$ cat src/rtl/mc_control_fsm.sv
// Multi-cycle control sequencer for the 16-bit datapath: steps each instruction through
// fetch/decode/execute/memory/writeback, with start/halt handshake and a retired-instruction counter.
module mc_control_fsm #(
  parameter int CNT_W = 16
) (
  input  logic             clock,
  input  logic             reset,
  input  logic             start,
  input  logic [2:0]       opcode,
  output logic [1:0]       ALUOp,
  output logic             ALUSrcA,
  output logic             IorD,
  output logic             RegDst,
  output logic             MemtoReg,
  output logic             MemRead,
  output logic             MemWrite,
  output logic             IRWrite,
  output logic             PCWrite,
  output logic             PCWriteCond,
  output logic             RegWrite,
  output logic [1:0]       ALUSrcB,
  output logic [1:0]       PCSource,
  output logic [3:0]       state,
  output logic             halted,
  output logic             illegal_op,
  output logic [CNT_W-1:0] instr_count
);

  typedef enum logic [3:0] {
    S_IDLE      = 4'd0,
    S_FETCH     = 4'd1,
    S_IR_LOAD   = 4'd2,
    S_DECODE    = 4'd3,
    S_MEM_ADDR  = 4'd4,
    S_MEM_READ  = 4'd5,
    S_MEM_WB    = 4'd6,
    S_MEM_WRITE = 4'd7,
    S_R_EXEC    = 4'd8,
    S_R_WB      = 4'd9,
    S_BRANCH    = 4'd10,
    S_JUMP      = 4'd11,
    S_ADDI_EX   = 4'd12,
    S_ADDI_WB   = 4'd13,
    S_HALTED    = 4'd14
  } state_t;

  typedef struct packed {
    logic [1:0] alu_op;
    logic [1:0] alu_src_b;
    logic [1:0] pc_source;
    logic       alu_src_a;
    logic       iord;
    logic       reg_dst;
    logic       mem_to_reg;
    logic       mem_read;
    logic       mem_write;
    logic       ir_write;
    logic       pc_write;
    logic       pc_write_cond;
    logic       reg_write;
  } ctrl_t;

  state_t           r_state;
  ctrl_t            r_ctrl;
  logic             r_halted;
  logic             r_illegal;
  logic [CNT_W-1:0] r_count;
  state_t           w_next;
  logic             w_retire;

  // Control word for a state; every field not named stays 0.
  function automatic ctrl_t decode(input state_t s);
    ctrl_t c;
    c = '0;
    case (s)
      S_FETCH:     c.mem_read = 1'b1;
      S_IR_LOAD:   begin c.ir_write = 1'b1; c.alu_src_b = 2'b01; c.pc_write = 1'b1; end
      S_DECODE:    c.alu_src_b = 2'b11;
      S_MEM_ADDR:  begin c.alu_src_a = 1'b1; c.alu_src_b = 2'b10; end
      S_MEM_READ:  begin c.mem_read = 1'b1; c.iord = 1'b1; end
      S_MEM_WB:    begin c.mem_to_reg = 1'b1; c.reg_write = 1'b1; end
      S_MEM_WRITE: begin c.mem_write = 1'b1; c.iord = 1'b1; end
      S_R_EXEC:    begin c.alu_src_a = 1'b1; c.alu_op = 2'b10; end
      S_R_WB:      begin c.reg_dst = 1'b1; c.reg_write = 1'b1; end
      S_BRANCH:    begin
        c.alu_src_a = 1'b1; c.alu_op = 2'b01; c.pc_source = 2'b01; c.pc_write_cond = 1'b1;
      end
      S_JUMP:      begin c.pc_source = 2'b10; c.pc_write = 1'b1; end
      S_ADDI_EX:   begin c.alu_src_a = 1'b1; c.alu_src_b = 2'b10; end
      S_ADDI_WB:   c.reg_write = 1'b1;
      default:     c = '0;
    endcase
    return c;
  endfunction

  // NOTE: every variable written in always_comb gets a default first, so no latch is inferred.
  always_comb begin
    w_next = S_IDLE;
    case (r_state)
      S_IDLE:      w_next = start ? S_FETCH : S_IDLE;
      S_FETCH:     w_next = S_IR_LOAD;
      S_IR_LOAD:   w_next = S_DECODE;
      S_DECODE: begin
        case (opcode)
          3'b000:         w_next = S_R_EXEC;
          3'b001:         w_next = S_ADDI_EX;
          3'b010, 3'b011: w_next = S_MEM_ADDR;
          3'b100:         w_next = S_BRANCH;
          3'b101:         w_next = S_JUMP;
          default:        w_next = S_HALTED;
        endcase
      end
      S_MEM_ADDR:  w_next = opcode[0] ? S_MEM_WRITE : S_MEM_READ;
      S_MEM_READ:  w_next = S_MEM_WB;
      S_MEM_WB, S_MEM_WRITE, S_R_WB, S_BRANCH, S_JUMP, S_ADDI_WB: w_next = S_FETCH;
      S_R_EXEC:    w_next = S_R_WB;
      S_ADDI_EX:   w_next = S_ADDI_WB;
      S_HALTED:    w_next = start ? S_FETCH : S_HALTED;
      default:     w_next = S_IDLE;
    endcase
  end

  assign w_retire = (r_state == S_MEM_WB) || (r_state == S_MEM_WRITE) || (r_state == S_R_WB) ||
                    (r_state == S_BRANCH) || (r_state == S_JUMP) || (r_state == S_ADDI_WB);

  // NOTE: controls are registered from the next state, so they change only with the state
  // register and the asynchronous reset forces every write enable low without a clock.
  always_ff @(posedge clock or negedge reset) begin
    if (!reset) begin
      r_state   <= S_IDLE;
      r_ctrl    <= '0;
      r_halted  <= 1'b0;
      r_illegal <= 1'b0;
      r_count   <= '0;
    end else begin
      r_state  <= w_next;
      r_ctrl   <= decode(w_next);
      r_halted <= (w_next == S_HALTED);
      if ((r_state == S_DECODE) && (opcode == 3'b110))
        r_illegal <= 1'b1;
      else if ((r_state == S_HALTED) && start)
        r_illegal <= 1'b0;
      if (w_retire)
        r_count <= r_count + CNT_W'(1);
    end
  end

  assign ALUOp       = r_ctrl.alu_op;
  assign ALUSrcA     = r_ctrl.alu_src_a;
  assign ALUSrcB     = r_ctrl.alu_src_b;
  assign PCSource    = r_ctrl.pc_source;
  assign IorD        = r_ctrl.iord;
  assign RegDst      = r_ctrl.reg_dst;
  assign MemtoReg    = r_ctrl.mem_to_reg;
  assign MemRead     = r_ctrl.mem_read;
  assign MemWrite    = r_ctrl.mem_write;
  assign IRWrite     = r_ctrl.ir_write;
  assign PCWrite     = r_ctrl.pc_write;
  assign PCWriteCond = r_ctrl.pc_write_cond;
  assign RegWrite    = r_ctrl.reg_write;
  assign state       = r_state;
  assign halted      = r_halted;
  assign illegal_op  = r_illegal;
  assign instr_count = r_count;

endmodule

$ cat config.mk
export PLATFORM = sky130hd
export DESIGN_NAME = mc_control_fsm
export DESIGN_NICKNAME = d
export VERILOG_FILES = /design/src/rtl/mc_control_fsm.sv
export SDC_FILE = /design/constraint.sdc
export NUM_CORES = 1
export LEC_CHECK = 0
export BUFFER_PORTS_ARGS = -buffer_cell sky130_fd_sc_hd__buf_2
export CORE_UTILIZATION = 45
export DETAILED_ROUTE_END_ITERATION = 8
export PLACE_DENSITY_LB_ADDON = 0.05
export RECOVER_POWER = 100
export SLEW_MARGIN = 40
export SYNTH_ARGS = -nofsm -noshare
export SYNTH_HDL_FRONTEND = slang
export SYNTH_SLANG_ARGS = --single-unit
$ cat constraint.sdc
create_clock -name clock -period 4.7 [get_ports clock]
set_clock_uncertainty 0.05 [all_clocks]
set_input_delay 0 -clock clock [delete_from_list [all_inputs] [get_ports clock]]
set_output_delay 0 -clock clock [all_outputs]
set_load 0.02 [all_outputs]
======== Yosys cells after proc, flatten, opt, wreduce, memory -nomap -nowiden ========
Index checks and enable logic that the tools add are counted.
word-level totals
  register bits ........................... 38
  output and inout bits ................... 38
  logic and storage cells ................. 90
operators by class
  add/subtract/negate cells ............... 1
  equal/unequal tests ..................... 34
  muxes and demuxes ....................... 20
  reductions and logical operators ........ 18
operators with widths
  kind                     number
  $eq A4 B4 Y1 const B     14
  $pmux W4 S10             1
  $eq A4 B3 Y1 const B     8
  $pmux W4 S5              1
  $add A16 B1 Y16 const B  1
  $eq A4 B2 Y1 const B     4
  $mux W1                  13
  $reduce_or A2 Y1         5
  $eq A3 B3 Y1 const B     3
  $eq A4 B1 Y1 const B     2
  $pmux W2 S2              2
  $eq A3 B2 Y1 const B     2
  $pmux W2 S3              1
  $reduce_or A6 Y1         1
  $logic_or A1 B1 Y1       5
  $logic_not A4 Y1         1
  $mux W4                  1
  $reduce_or A4 Y1         1
  $eq A3 B1 Y1 const B     1
  $logic_not A3 Y1         1
  $reduce_or A3 Y1         1
  $logic_and A1 B1 Y1      2
  $mux W2                  1
  $reduce_bool A2 Y1       1

======== Longest topological paths before layout ========
  depth after elaboration ................. 7
  gate-level depth with buffers ........... 7

======== Worst setup path before layout ========
Ideal clock, no wire load.
  kind .................................... reg2reg
  from .................................... register r_state[2], in the netlist state[2]
  to ...................................... register r_count[12], in the netlist instr_count[12]
  arrival ................................. 1.571 ns
  slack ................................... 2.949 ns
  cell stages (with the launch flop) ...... 7
  path buffers ............................ 1
  path through ............................ dfrtp_1 -> buf_6 -> nand2b_1 -> a311oi_2 -> and3_4 -> nand3_2 -> xnor2_1
between the ends
  longest elaborated chain between the ends .. 6
  elaborated cells on any way between the ends .. 11
  those cells by class .................... eq/ne (6); reduce/logical (5)
RTL lines
  element                          line  source
  start: declaration               63    state_t r_state;
  start signal: assignment         136   r_state <= w_next;
  $eq A4 B3 Y1                     123   assign w_retire = (r_state == S_MEM_WB) || (r_state == S_MEM_WRITE) || (r_state == S_R_WB) ||
  $logic_or A1 B1 Y1 (3 in a row)  123
  $logic_or A1 B1 Y1               124   (r_state == S_BRANCH) || (r_state == S_JUMP) || (r_state == S_ADDI_WB);
  $logic_or A1 B1 Y1 *             124
  end signal: assignment           144   r_count <= r_count + CNT_W'(1);
  end: declaration                 67    logic [CNT_W-1:0] r_count;
Mark *: on every way between the ends. The rest lies on a longest branch, timed or not.
A chain may end at the register's enable or synchronous reset.

======== Worst setup path after layout ========
  from .................................... register r_state[3], in the netlist state[3]
  to ...................................... register r_illegal, in the netlist illegal_op
between the ends
  longest elaborated chain between the ends .. 3
  elaborated cells on any way between the ends .. 6
  those cells by class .................... eq/ne (2); mux (1); reduce/logical (3)
RTL lines
  element                                               line      source
  $eq A4 B2 Y1 / $eq A4 B4 Y1 (equally long branches)   139, 141
  $logic_and A1 B1 Y1, on equally long branches         139, 141
  $mux W1 / $reduce_bool A2 Y1 (equally long branches)  --
  end signal: assignment                                133       r_illegal <= 1'b0;
  end signal: assignment                                140       r_illegal <= 1'b1;
  end signal: assignment                                142       r_illegal <= 1'b0;
  end: declaration                                      66        logic r_illegal;
Parallel ways exist; a longest one is shown, timed or not.

==> qor.yml <==
status: "finished, violations left"
failed_checks: "max-capacitance violations, max-slew violations"
grt_pass1_vias: 1097
m1WireLength_um: 1305
seq_area_frac_synth: 0.5638
clk_root_buffer_cell: "clkbuf_4"
gp_congestion: 0.8118
io-pin-count: 44
antenna_found_initial: 0
drv_cap: 1
cp_max_fo: 17
grt.overflow.total: 0
crit_path_max_incr_delay_ps: 670
min_period_over_period: 0.5082
fmax_mhz: 418.7
cts_made_buffers: 5
p_leak_nw: 0.8348
track_usage: 0.1782
min_path_cells: 3
synth_area_leader_cell: "dfrtp_1"
die_w_um: 61.59
drt_iter0_markers: 56
grt_max_degree: 37
dp_hpwl_um: 2056
min_to: "state[3]"
cts-resized-gates: 0
wl_met3_um: 176
nFillCells: 347
min_from: "start"
drv_slew: 37
r2r-start: "state[3]"
max_slew_margin: -0.2161
coreArea_um2: 3363
antenna_cells: 0
fp.dieH_um: 61.59
synth_top_area_share: 0.5638
crit_slowest_cell: "dfrtp_1"
synth_ff_type: "dfrtp_1"
netlist_instances: 141
initial_core_util: 0.4751
path_common_cell: "dlygate4sd3_1"
required_ps: 4890
r2r_slack_ps: 2310
reg2reg_depth: 5
async_reset_ff_frac: 1.000
cp.arrival_ps: 2580
timing.hold.ws_ps: 163.5
vdd_drop_max_v: 0.0003197
port_buffers: 43
dieArea_um2: 3793
highest_layer: "met4"
hold_viol_final: 0
fin_nets: 198
crit_path_start_kind: "register"
rows: 21
viasPerCell: 5.126
drc: 0
reg2reg_to: "illegal_op"
drtAntennaViolNets: 0
cts_sinks: 36
synthTopCellsByArea: "dfrtp_1 (56%), xnor2_1 (6.0%), nand2b_1 (3.1%)"
synth_most_common_cell: "dfrtp_1"
cts.path.max_buffers: 2
clk_latency_ps: 340
syn_area_um2: 1598
area_growth_pct: 18.17
wire_per_inst_um: 12.65
cp_cell_sequence: "and4bb_2, nand4b_1, dlygate4sd3_1, nand2_1, dlygate4sd3_1"
dr_wl_met2_um: 1467
largest_register_ff_count: 16
cts-htree-levels: 2
synth_common_cells: "dfrtp_1 (36), nand2_1 (13), xnor2_1 (11), nand2b_1 (8), nor3_1 (7)"
syn_area_per_cell_um2: 11.33
hold_path_class: "primary input to register"
synth_cell_type_count: 38
min_period_ps: 2388
tightest_slew_ps: 1824
powerDensity_nw_per_um2: 575.6
synth_edf_count: 0
yosys_warnings: 0
synth_seq_cells: 36
synthesis.nets: 148
cts_tree: "built"
timing_worst_setup_path_type: "register to register"
drt_wl_total_um: 3010
clkTransAtPathRegs_ps: 110
vias: 1220
finalPower_w: 0.001087
setup-violations-final: 0
drive_above_1_share: 0.1042
drt-pass1-iter-count: 4
critPathCaptureType: "register"
tns_ps: 0
grt_pass1_wl_um: 4788
grt_setup_unrepaired: "false"
metal layers:
layer | up-vias | GRT usage
li1 | 585 | -
met1 | 590 | 0.2129
met2 | 39 | 0.2826
met3 | 6 | 0.06933
met4 | 0 | 0.08254
met5 | - | 0
cells in the final DEF, fill, tap and decap left out, types with 6 or more instances in the layout:
| cell | count |
|---|---|
| dlygate4sd3_1 | 6 |
| nand2_1 | 13 |
| o21ai_0 | 6 |
| nor2_1 | 6 |
| dfrtp_1 | 36 |
| nor3_1 | 8 |
| nand2b_1 | 8 |
| inv_1 | 6 |
| xnor2_1 | 11 |
| clkbuf_1 | 39 |
how the worst max path moves through the flow:
stage | startpoint | endpoint | slack (ps) | cells after the start
3_5_place_dp | state[1] | instr_count[12] | 2770 | 5
5_1_grt | state[3] | illegal_op | 2160 | 5
4_1_cts | state[3] | illegal_op | 2280 | 5
2_1_floorplan | state[2] | instr_count[12] | 2950 | 6
3_3_place_gp | state[1] | instr_count[12] | 2850 | 5
6_report | state[3] | illegal_op | 2310 | 5
cells by family (layout without fill, tap and decap cells):
logic type,Yosys count,in the layout,synth area share
fa+ha+maj,1,1,0.007830
mux,1,1,0.007047
xor+xnor,15,15,0.08222
flops,36,36,0.5638
compound gates,20,20,0.09240
buf+inv,12,63,0.04698
simple gates,56,56,0.1997
worst max-delay path, delay by kind of cell, from the launching register on:
family,cells,cell delay (ps)
and+or+nand+nor,3,460
DFF,1,670
buffers and inverters,2,1100
repair_timing:
item | in CTS | in global routing
setup endpoints to repair | 0 | 0
setup buffers | 0 | 0
hold buffers | 6 | 0
endpoints found under the hold margin | 39 | 0
power breakdown:
group          switching (W)  internal, W  leakage (nW)
sequential         0.0000883     0.000384         0.480
combinational       0.000259     0.000140         0.314
clock               0.000105     0.000111        0.0412
total               0.000452     0.000635         0.835
per-stage QoR:
stage,setup WS [ps],util,std cells,area [um2]
after floorplan,2949,-,141,1598
after global placement,2850,0.5406,224,1818
after detailed placement,2771,0.5406,224,1818
after CTS,2280,0.5822,238,1958
after global routing,2163,0.5614,238,1888
final,2312,0.5614,238,1888
final cells by class:
cell class,instances,area [um2],area share
clock buffers,5,37.54,0.01988
clock inverters,3,42.54,0.02253
inverters,6,22.52,0.01193
multi-input cells,93,600.6,0.3181
flip-flops and latches,36,900.9,0.4771
well taps,46,57.56,0.03048
repair buffers,49,226.5,0.1199
Note: power is estimated with default switching activity, not from simulation.
